==> src/rtl/axi_rd_arbiter.sv <==
// axi_rd_arbiter: shares one AXI read channel (AR/R) between the icache line
// refill and the load unit. Round-robin arbitration, one transaction in flight,
// returned beats steered combinationally to the owning requester.
module axi_rd_arbiter #(
    parameter int AXI_ADDR_WIDTH = 32,
    parameter int AXI_DATA_WIDTH = 32,
    parameter int AXI_ID_WIDTH   = 4,
    parameter int IC_BURST_LEN   = 8
) (
    input  logic                      clk,
    input  logic                      rst_n,
    // icache refill port
    input  logic                      ic_req_i,
    input  logic [AXI_ADDR_WIDTH-1:0] ic_addr_i,
    output logic                      ic_gnt_o,
    output logic [AXI_DATA_WIDTH-1:0] ic_rdata_o,
    output logic                      ic_rvalid_o,
    output logic                      ic_rlast_o,
    output logic                      ic_err_o,
    // load unit port
    input  logic                      ls_req_i,
    input  logic [AXI_ADDR_WIDTH-1:0] ls_addr_i,
    input  logic [1:0]                ls_size_i,
    output logic                      ls_gnt_o,
    output logic [AXI_DATA_WIDTH-1:0] ls_rdata_o,
    output logic                      ls_rvalid_o,
    output logic                      ls_err_o,
    // AXI AR channel
    output logic [AXI_ID_WIDTH-1:0]   m_axi_arid,
    output logic [AXI_ADDR_WIDTH-1:0] m_axi_araddr,
    output logic [7:0]                m_axi_arlen,
    output logic [2:0]                m_axi_arsize,
    output logic [1:0]                m_axi_arburst,
    output logic                      m_axi_arvalid,
    input  logic                      m_axi_arready,
    // AXI R channel
    input  logic [AXI_ID_WIDTH-1:0]   m_axi_rid,
    input  logic [AXI_DATA_WIDTH-1:0] m_axi_rdata,
    input  logic [1:0]                m_axi_rresp,
    input  logic                      m_axi_rlast,
    input  logic                      m_axi_rvalid,
    output logic                      m_axi_rready
);

    localparam logic [2:0] AXI_SIZE_1B    = 3'b000;
    localparam logic [2:0] AXI_SIZE_2B    = 3'b001;
    localparam logic [2:0] AXI_SIZE_4B    = 3'b010;
    localparam logic [1:0] AXI_BURST_INCR = 2'b01;
    localparam logic [1:0] AXI_RESP_OKAY  = 2'b00;
    localparam logic [7:0] IC_ARLEN       = 8'(IC_BURST_LEN - 1);

    typedef enum logic [1:0] {ST_IDLE, ST_AR, ST_R} state_e;
    typedef enum logic {OWN_IC, OWN_LS} owner_e;

    state_e                    r_state;
    state_e                    w_state_nxt;
    owner_e                    r_owner;
    owner_e                    r_last_owner;
    owner_e                    w_pick;
    logic                      w_any_req;
    logic                      w_ar_hs;
    logic                      w_r_hs;
    logic [3:0]                r_beat_cnt;
    logic [7:0]                w_cnt_ext;
    logic                      w_beat_err;
    logic                      w_ic_beat;
    logic                      w_ls_beat;
    logic [AXI_ID_WIDTH-1:0]   r_arid;
    logic [AXI_ADDR_WIDTH-1:0] r_araddr;
    logic [7:0]                r_arlen;
    logic [2:0]                r_arsize;
    logic [1:0]                r_arburst;
    logic [2:0]                w_ls_arsize;
    logic                      w_unused;

    // rid is not needed for steering with a single outstanding transaction;
    // the low icache address bits are replaced by the line alignment.
    assign w_unused = ^{m_axi_rid, ic_addr_i[4:0]};

    // Round-robin pick: a lone requester wins, a tie goes to the one that
    // was not granted last.
    assign w_any_req = ic_req_i | ls_req_i;
    assign w_pick    = (ic_req_i && (!ls_req_i || r_last_owner == OWN_LS)) ? OWN_IC : OWN_LS;

    // Load size to AXI arsize; the reserved encoding 11 is treated as a word.
    always_comb begin
        unique case (ls_size_i)
            2'b00:   w_ls_arsize = AXI_SIZE_1B;
            2'b01:   w_ls_arsize = AXI_SIZE_2B;
            default: w_ls_arsize = AXI_SIZE_4B;
        endcase
    end

    // FSM state register.
    // NOTE: sequential state uses non-blocking assignments so every register
    // samples pre-edge values; reset is asynchronous and takes effect at once.
    always_ff @(posedge clk or negedge rst_n) begin
        if (!rst_n) r_state <= ST_IDLE;
        else        r_state <= w_state_nxt;
    end

    // FSM next state and channel handshake controls.
    // NOTE: every output of this block gets a default first so no path leaves
    // a value unassigned, which would otherwise infer a latch.
    always_comb begin
        w_state_nxt   = r_state;
        m_axi_arvalid = 1'b0;
        m_axi_rready  = 1'b0;
        w_ar_hs       = 1'b0;
        w_r_hs        = 1'b0;
        unique case (r_state)
            ST_IDLE: begin
                if (w_any_req) w_state_nxt = ST_AR;
            end
            ST_AR: begin
                m_axi_arvalid = 1'b1;
                if (m_axi_arready) begin
                    w_ar_hs     = 1'b1;
                    w_state_nxt = ST_R;
                end
            end
            ST_R: begin
                m_axi_rready = 1'b1;
                if (m_axi_rvalid) begin
                    w_r_hs = 1'b1;
                    if (m_axi_rlast) w_state_nxt = ST_IDLE;
                end
            end
            default: w_state_nxt = ST_IDLE;
        endcase
    end

    // Latch owner and AR fields at arbitration; they stay frozen until the
    // next arbitration so requester inputs may change freely meanwhile.
    always_ff @(posedge clk or negedge rst_n) begin
        if (!rst_n) begin
            r_owner   <= OWN_IC;
            r_arid    <= '0;
            r_araddr  <= '0;
            r_arlen   <= '0;
            r_arsize  <= '0;
            r_arburst <= '0;
        end else if (r_state == ST_IDLE && w_any_req) begin
            r_owner   <= w_pick;
            r_arburst <= AXI_BURST_INCR;
            if (w_pick == OWN_IC) begin
                r_arid   <= '0;
                r_araddr <= {ic_addr_i[AXI_ADDR_WIDTH-1:5], 5'b0};
                r_arlen  <= IC_ARLEN;
                r_arsize <= AXI_SIZE_4B;
            end else begin
                r_arid   <= AXI_ID_WIDTH'(1);
                r_araddr <= ls_addr_i;
                r_arlen  <= 8'd0;
                r_arsize <= w_ls_arsize;
            end
        end
    end

    // Remember who was granted last; reset favours the icache on the first tie.
    always_ff @(posedge clk or negedge rst_n) begin
        if (!rst_n)       r_last_owner <= OWN_LS;
        else if (w_ar_hs) r_last_owner <= r_owner;
    end

    // Count accepted beats; cleared on entry to R, saturating so overrun
    // beats keep reading as beyond the burst length.
    always_ff @(posedge clk or negedge rst_n) begin
        if (!rst_n)                            r_beat_cnt <= '0;
        else if (w_ar_hs)                      r_beat_cnt <= '0;
        else if (w_r_hs && r_beat_cnt != 4'hF) r_beat_cnt <= r_beat_cnt + 4'd1;
    end

    // A beat is in error on a bad response, a premature or missing rlast, or
    // when it arrives past the announced burst length.
    assign w_cnt_ext  = {4'b0, r_beat_cnt};
    assign w_beat_err = (m_axi_rresp != AXI_RESP_OKAY)
                      | (m_axi_rlast && w_cnt_ext != r_arlen)
                      | (!m_axi_rlast && w_cnt_ext == r_arlen)
                      | (w_cnt_ext > r_arlen);

    assign w_ic_beat = w_r_hs && (r_owner == OWN_IC);
    assign w_ls_beat = w_r_hs && (r_owner == OWN_LS);

    assign m_axi_arid    = r_arid;
    assign m_axi_araddr  = r_araddr;
    assign m_axi_arlen   = r_arlen;
    assign m_axi_arsize  = r_arsize;
    assign m_axi_arburst = r_arburst;

    assign ic_gnt_o    = w_ar_hs && (r_owner == OWN_IC);
    assign ls_gnt_o    = w_ar_hs && (r_owner == OWN_LS);

    assign ic_rvalid_o = w_ic_beat;
    assign ic_rdata_o  = w_ic_beat ? m_axi_rdata : '0;
    assign ic_rlast_o  = w_ic_beat && m_axi_rlast;
    assign ic_err_o    = w_ic_beat && w_beat_err;

    assign ls_rvalid_o = w_ls_beat;
    assign ls_rdata_o  = w_ls_beat ? m_axi_rdata : '0;
    assign ls_err_o    = w_ls_beat && w_beat_err;

endmodule

==> config.mk <==
export PLATFORM = sky130hd
export DESIGN_NAME = axi_rd_arbiter
export DESIGN_NICKNAME = d
export VERILOG_FILES = /design/src/rtl/axi_rd_arbiter.sv
export SDC_FILE = /design/constraint.sdc
export NUM_CORES = 1
export LEC_CHECK = 0
export ABC_AREA = 1
export BUFFER_PORTS_ARGS = -buffer_cell sky130_fd_sc_hd__buf_2
export CAP_MARGIN = 10
export CORE_AREA = 2 2 92 94
export CTS_CLUSTER_DIAMETER = 150
export DETAILED_ROUTE_END_ITERATION = 8
export DIE_AREA = 0 0 94 96
export PLACE_DENSITY = 0.83
export SETUP_SLACK_MARGIN = 0.4
export SYNTH_ARGS = -nofsm -noshare
export SYNTH_HDL_FRONTEND = slang
export SYNTH_SLANG_ARGS = --single-unit
==> constraint.sdc <==
create_clock -name clk -period 3.9 [get_ports clk]
set_clock_uncertainty 0.1 [all_clocks]
set_input_delay 0.78 -clock clk [delete_from_list [all_inputs] [get_ports clk]]
set_output_delay 0.78 -clock clk [all_outputs]
set_load 0.1 [all_outputs]
==> metrics.md, run 1 <==
| Metric | Value |
|---|---|
| Final Cycle Share | 76.4% |
| Clock latency on the worst-skew pair | 0.29 ns |
| Worst setup SP type | register |
| GPL Wtd Cong | 0.797 |
| Final Max Tran Viols | 0 |
| Starting density of the core | 33.1% |
| Commonest non-fill, non-tap cell in the layout | buf_2 |
| Cts hold-fix bufs | 0 |
| Critical Path Fanout Max | 5 |
| First-pass GRT wire length | 12.2 mm |
| Layout cell share with drive strength beyond 1 | 41.9% |
| Final hold vios | 0 |
| Clk sinks | 44 |
| Synth top area share | 40.4% |
| Die area | 9020 um^2 |
| GRT Overall Usage | 17.2% |
| Pre-CTS WS | 1.05 ns |
| Residual DRC count | 0 |
| Final worst slack | 0.920 ns |
| Maximum clock frequency | 336 MHz |
| Nets@finish | 692 |
| Layout area overhead | 41.8% |
| Root buf cell | clkbuf_8 |
| Std cell rows | 33 |
| Crit path capture type | primary output |
| Maximum clock insertion buffer count | 2 |
| Vias per cell | 4.44 |
| # Post-CTS Setup Buffers | 0 |
| Tightest Pin Transition | 0.930 ns |
| Largest net degree at the start of global routing | 45 |
| DR vias | 3039 |
| Number of global-route vias before repair | 2652 |
| Drt pass-1 iters | 4 |
| DP HPWL | 6.60 mm |
| Syn Std Cell Area | 2660 um^2 |
| GRT overflow | 0 |
| Detailed-route wire length | 8.20 mm |
| Seq cells post-synth | 44 |
| Core Area | 8050 um^2 |
| Cell count of the worst reg-to-reg path | 6 |
| Port Buffers | 213 |
| RSZ-0062 raised after global routing | no |
| Die height | 96 um |
| Htree depth | 2 |
| Die width | 94 um |
| DR iter-0 viols | 106 |
| Number of max-cap violations | 0 |
| Avg Cell Area, Syn | 7.12 um^2 |
| Commonest cells after routing, fill and taps aside | buf_2, nand2_1, nor2_1, inv_1, dfrtp_1 |
| CTS tree | done |
| Inserted Clock Buffers | 5 |
| Worst EP arrival | 2.10 ns |
| Status | finished, final reports clean |
| I/O pins | 233 |
| CTS clk-pin slew, worst paths | 0.09 ns |
| Min Clock Period, post-route | 2.98 ns |
| WHS Path Cells | 2 |
| Finish-stage setup viols | 0 |
| Post-layout util | 46.9% |
| CP required | 3.02 ns |
| Antenna viol nets, final | 0 |
| Synth top area cells | dfrtp_1, nand2_1, nor2_1, inv_1, nand3_1 |
| Setup TNS Final | 0 ns |
| Initial antenna violation count | 2 |
| Hold Path Class | reg -> reg |
| Cells after Synth | 374 |
| Critical path class | reg -> out |
| Synth area leader | dfrtp_1 |
| Yosys warning total | 0 |
| Slew headroom | 38.0% |
| Post-CTS sizing | 0 |
| Wire per inst | 12.0 um |
| Synth cell types | 26 |
| Post-synthesis sequential area ratio | 41.4% |
-- final timing paths --
| path | to | startpoint | slack [ns] |
|---|---|---|---|
| max | ls_err_o | m_axi_arlen[1] | 0.92 |
| max in group asynchronous | m_axi_araddr[23] | rst_n | 2.60 |
| min | m_axi_araddr[3] | m_axi_araddr[3] | 0.38 |
| min in group asynchronous | m_axi_araddr[17] | rst_n | 0.52 |
| min reg2reg | m_axi_araddr[3] | m_axi_araddr[3] | 0.38 |
| max reg2reg | m_axi_araddr[31] | r_last_owner | 2.16 |
-- sequential cells by signal (all words and copies together) (netlist names) --
register / count
m_axi_arsize: 2
r_state: 2
r_beat_cnt: 4
m_axi_arlen: 1
m_axi_araddr: 32
m_axi_arburst: 1
m_axi_arid: 1
r_last_owner: 1
-- cell families (layout without fill, tap and decap cells) --
group | Yosys count | in the layout | share of synthesized area, %
other | 1 | 12 | 0.141
adders and majority gates | 4 | 4 | 1.88
and+or+nand+nor | 234 | 234 | 36.7
xor gates and xnor gates | 1 | 1 | 0.329
buffers and inverters | 77 | 272 | 16.1
AOI/OAI and AO/OA | 13 | 13 | 3.43
DFF | 44 | 44 | 41.4
-- synthesized netlist by cell type --
cell type	count
nor2_1	72
a21oi_2	1
buf_6	11
nand4_1	1
inv_1	48
nor2_2	1
o21ai_2	1
nand2_4	2
nand2_1	116
nand2_2	4
nand3_1	34
buf_4	13
o21bai_1	2
or2_2	1
dfrtp_1	43
o31ai_1	1
buf_2	3
dfstp_2	1
o21ai_0	3
o21ai_4	1
conb_1	1
nor2_4	3
inv_4	2
a21oi_1	4
xor2_1	1
ha_1	4
-- per-stage QoR --
step / hold slack [ns] / std cells / instance area (um^2)
global placement: 0.351 / 675 / 3680
CTS: 0.385 / 683 / 3770
detailed placement: 0.361 / 675 / 3680
finish: 0.381 / 685 / 3770
floorplan: 0.352 / 383 / 2720
global route: 0.405 / 685 / 3770
-- cell type report --
type,count,area [um^2]
antenna,2,5.00
clock buffer,6,72.6
clock inverter,2,12.5
fill,789,4280
inverter,50,193
multi-input combinational,262,1180
sequential,44,1100
tap,105,131
timing repair buffer,214,1070
-- worst max-delay path: stages (launching register included) --
cell and delay (ns):
dfrtp_1 0.42, inv_1 0.11, ha_1 0.31, inv_1 0.04, nor2_1 0.15, nand3_1 0.09, nand2_1 0.06, nor2_1 0.08
a21oi_4 0.11, buf_2 0.44
-- layer usage --
metal	vias to the layer above	wire length [um]	track usage (%)
met5	-	0	0
met4	0	213	7.37
met3	13	698	2.66
met2	192	4130	33.4
met1	1327	3160	18.4
li1	1507	-	-
Power of run 1 is left out: the tool's default activity adds up to more than one toggle a clock period on the data nets, which glitch-free logic cannot reach.
==> run 2: changes to the inputs <==
--- a/config.mk
+++ b/config.mk
@@ -8,11 +8,11 @@
 export ABC_AREA = 1
 export BUFFER_PORTS_ARGS = -buffer_cell sky130_fd_sc_hd__buf_2
 export CAP_MARGIN = 10
-export CORE_AREA = 2 2 92 94
+export CORE_MARGIN = 2
+export CORE_UTILIZATION = 35
 export CTS_CLUSTER_DIAMETER = 150
 export DETAILED_ROUTE_END_ITERATION = 8
-export DIE_AREA = 0 0 94 96
-export PLACE_DENSITY = 0.83
+export PLACE_DENSITY = 0.89
 export SETUP_SLACK_MARGIN = 0.4
 export SYNTH_ARGS = -nofsm -noshare
 export SYNTH_HDL_FRONTEND = slang
==> constraint.sdc (replaced) <==
create_clock -name clk -period 2.5 [get_ports clk]
set_clock_uncertainty 0.1 [all_clocks]
set_input_delay 0.5 -clock clk [delete_from_list [all_inputs] [get_ports clk]]
set_output_delay 0.5 -clock clk [all_outputs]
set_load 0.1 [all_outputs]
==> run 2 against run 1 <==
The run now ends with setup timing left. Highest routed layer unchanged. Register-to-register slack got worse by 1.6 ns. Hold slack worse by 0.14 ns. First-iteration DRC count rose to 4.0 times the previous value.
==> metrics.md, run 2 (synthesis gave the netlist of run 1 again) <==
| Metric | Value |
|---|---|
| Setup TNS Final | -0.612 ns |
| Die height | 91.2 um |
| GRT overflow | 0 |
| GRT Overall Usage | 36.4% |
| Clk sinks | 44 |
| Largest net degree at the start of global routing | 45 |
| Post-layout util | 84.0% |
| Sequential Power Share | 16.6% |
| Drt pass-1 iters | 6 |
| Wire per inst | 23.4 um |
| Worst-path cell chain | inv_6 > ha_4 > inv_4 > nor2_4 > nand3_2 > nand2_2 > nor2_4 > a21oi_4 > buf_12 |
| Htree depth | 2 |
| Clock network fraction of total power | 7.1% |
| Pre-CTS WS | 0.236 ns |
| Root buf cell | clkbuf_8 |
| CTS clk-pin slew, worst paths | 0.10 ns |
| Clock latency on the worst-skew pair | 0.31 ns |
| Buffers & Inverters on Critical Path | 3 |
| Die width | 91.2 um |
| Commonest non-fill, non-tap cell in the layout | buf_2 |
| Critical path's top delay family | flip-flops |
| Crit-path max cell delay | 0.49 ns |
| GPL Wtd Cong | 0.795 |
| Stages on worst setup path | 9 |
| Vias per cell | 5.43 |
| FF-to-FF Start | r_state[1] |
| Tightest Pin Transition | 0.972 ns |
| DP HPWL | 9.05 mm |
| Nets@finish | 728 |
| Inserted Clock Buffers | 5 |
| Finish-stage setup viols | 23 |
| Status | finished with violations |
| # fillers | 324 |
| First-pass GRT wire length | 23.0 mm |
| CP required | 1.90 ns |
| Commonest cells after routing, fill and taps aside | buf_2, nand2_1, buf_12, nor2_4, inv_1 |
| Cts hold-fix bufs | 0 |
| Antenna viol nets, final | 0 |
| Layout area overhead | 130% |
| Detailed-route wire length | 16.7 mm |
| Core Area | 7290 um^2 |
| Worst EP arrival | 2.00 ns |
| Slowest stage cell on the critical path | dfrtp_4 |
| Reg2reg end | m_axi_araddr[30] |
| Reg-to-reg setup timing slack | 0.52 ns |
| Peak supply drop | 1.12 mV |
| Final Cycle Share | 104% |
| DR iter-0 viols | 422 |
| Combinational share of power | 76.3% |
| Maximum clock frequency | 384 MHz |
| Final hold vios | 0 |
| Final worst slack | -0.101 ns |
| Slew headroom | 35.2% |
| Initial antenna violation count | 1 |
| CTS tree | done |
| CP endpoint | ic_err_o |
| Hold Path Class | in -> async |
| Area of the multi-input gates | 1800 um^2 |
| Power per cell area | 1350 nW/um^2 |
| Layout cell share with drive strength beyond 1 | 59.6% |
| Net switching power figure | 5370 uW |
| Die area | 8320 um^2 |
| Cell count of the worst reg-to-reg path | 6 |
| Internal Power | 2900 uW |
| Critical Path Fanout Max | 3 |
| I/O pins | 233 |
| Largest register FFs | 32 |
| Residual DRC count | 0 |
| Final Max Tran Viols | 0 |
| Starting density of the core | 36.5% |
| Maximum clock insertion buffer count | 2 |
| Reg area | 1110 um^2 |
| Critical path origin | m_axi_arlen[1] |
| Failing checks | setup timing |
| Switch share | 65.0% |
| Number of max-cap violations | 0 |
| Std cell rows | 31 |
| RSZ-0062 raised after global routing | yes |
| Crit path top cell by count | nor2_4 |
| Port Buffers | 213 |
| Min Clock Period, post-route | 2.60 ns |
| DR vias | 3876 |
| Critical path class | reg -> out |
| Number of global-route vias before repair | 3927 |
| P_leak | 0.00297 uW |
| Worst setup SP type | register |
| Crit path capture type | primary output |
==> run 2: cell types whose count changed in the layout (fill, tap and decap cells not counted), sizes merged <==
cell and delta:
buf +35, inv -2, bufinv +1, clkbuf +1, clkinvlp +1, diode -1
==> run 2: cell type report <==
class                   instances  area share (%)
multi-input cells             262            29.4
inverters                      50            3.39
repair buffers                250            45.0
clock inverters                 2           0.633
diodes                          1          0.0409
clock buffers                   6            1.35
well taps                      99            2.02
flip-flops and latches         44            18.1
==> run 2: power groups by stage <==
stage / Combinational (uW) / Clock (uW) / Sequential [uW]
final: 6310 / 586 / 1370
after global routing: 6460 / 619 / 1390
after CTS: 5880 / 581 / 1300
after detailed placement: 5370 / 0 / 1310
after global placement: 5200 / 0 / 1290
after floorplan: 2350 / 0 / 3240
==> run 2: how the worst min path moves through the flow <==
stage	start	end	slack [ns]
2_1_floorplan	rst_n	m_axi_araddr[0]	0.10
3_3_place_gp	m_axi_arburst[0]	m_axi_arburst[0]	0.35
3_5_place_dp	m_axi_arburst[0]	m_axi_arburst[0]	0.35
4_1_cts	rst_n	m_axi_araddr[4]	0.27
5_1_grt	ic_addr_i[29]	m_axi_araddr[29]	0.30
6_report	rst_n	m_axi_araddr[4]	0.24
==> run 2: what timing repair did <==
action,4_1_cts,5_1_grt
gates resized for setup,42,16
setup endpoints to repair,71,73
pin swaps,11,14
buffers inserted,15,8
cloned,11,0
==> run 2: routing by layer <==
| metal | GRT usage, % | part of all wire [%] | vias to the layer above |
|---|---|---|---|
| li1 | - | - | 1580 |
| met1 | 39.1 | 33 | 1777 |
| met2 | 65.7 | 49 | 398 |
| met3 | 8.22 | 11 | 121 |
| met4 | 20.3 | 7.6 | 0 |
| met5 | 0 | 0 | - |
==> run 2: through the flow <==
| stage | cells | hold slack [ns] | area [um^2] | power, uW |
|---|---|---|---|---|
| CTS | 705 | 0.269 | 6010 | 7760 |
| global route | 714 | 0.302 | 6120 | 8470 |
| finish | 714 | 0.238 | 6120 | 8270 |
| detailed placement | 671 | 0.349 | 5300 | 6680 |
| floorplan | 383 | 0.104 | 3260 | 5590 |
| global placement | 671 | 0.350 | 5300 | 6490 |
No activity file was read; power rests on OpenSTA's default activity.
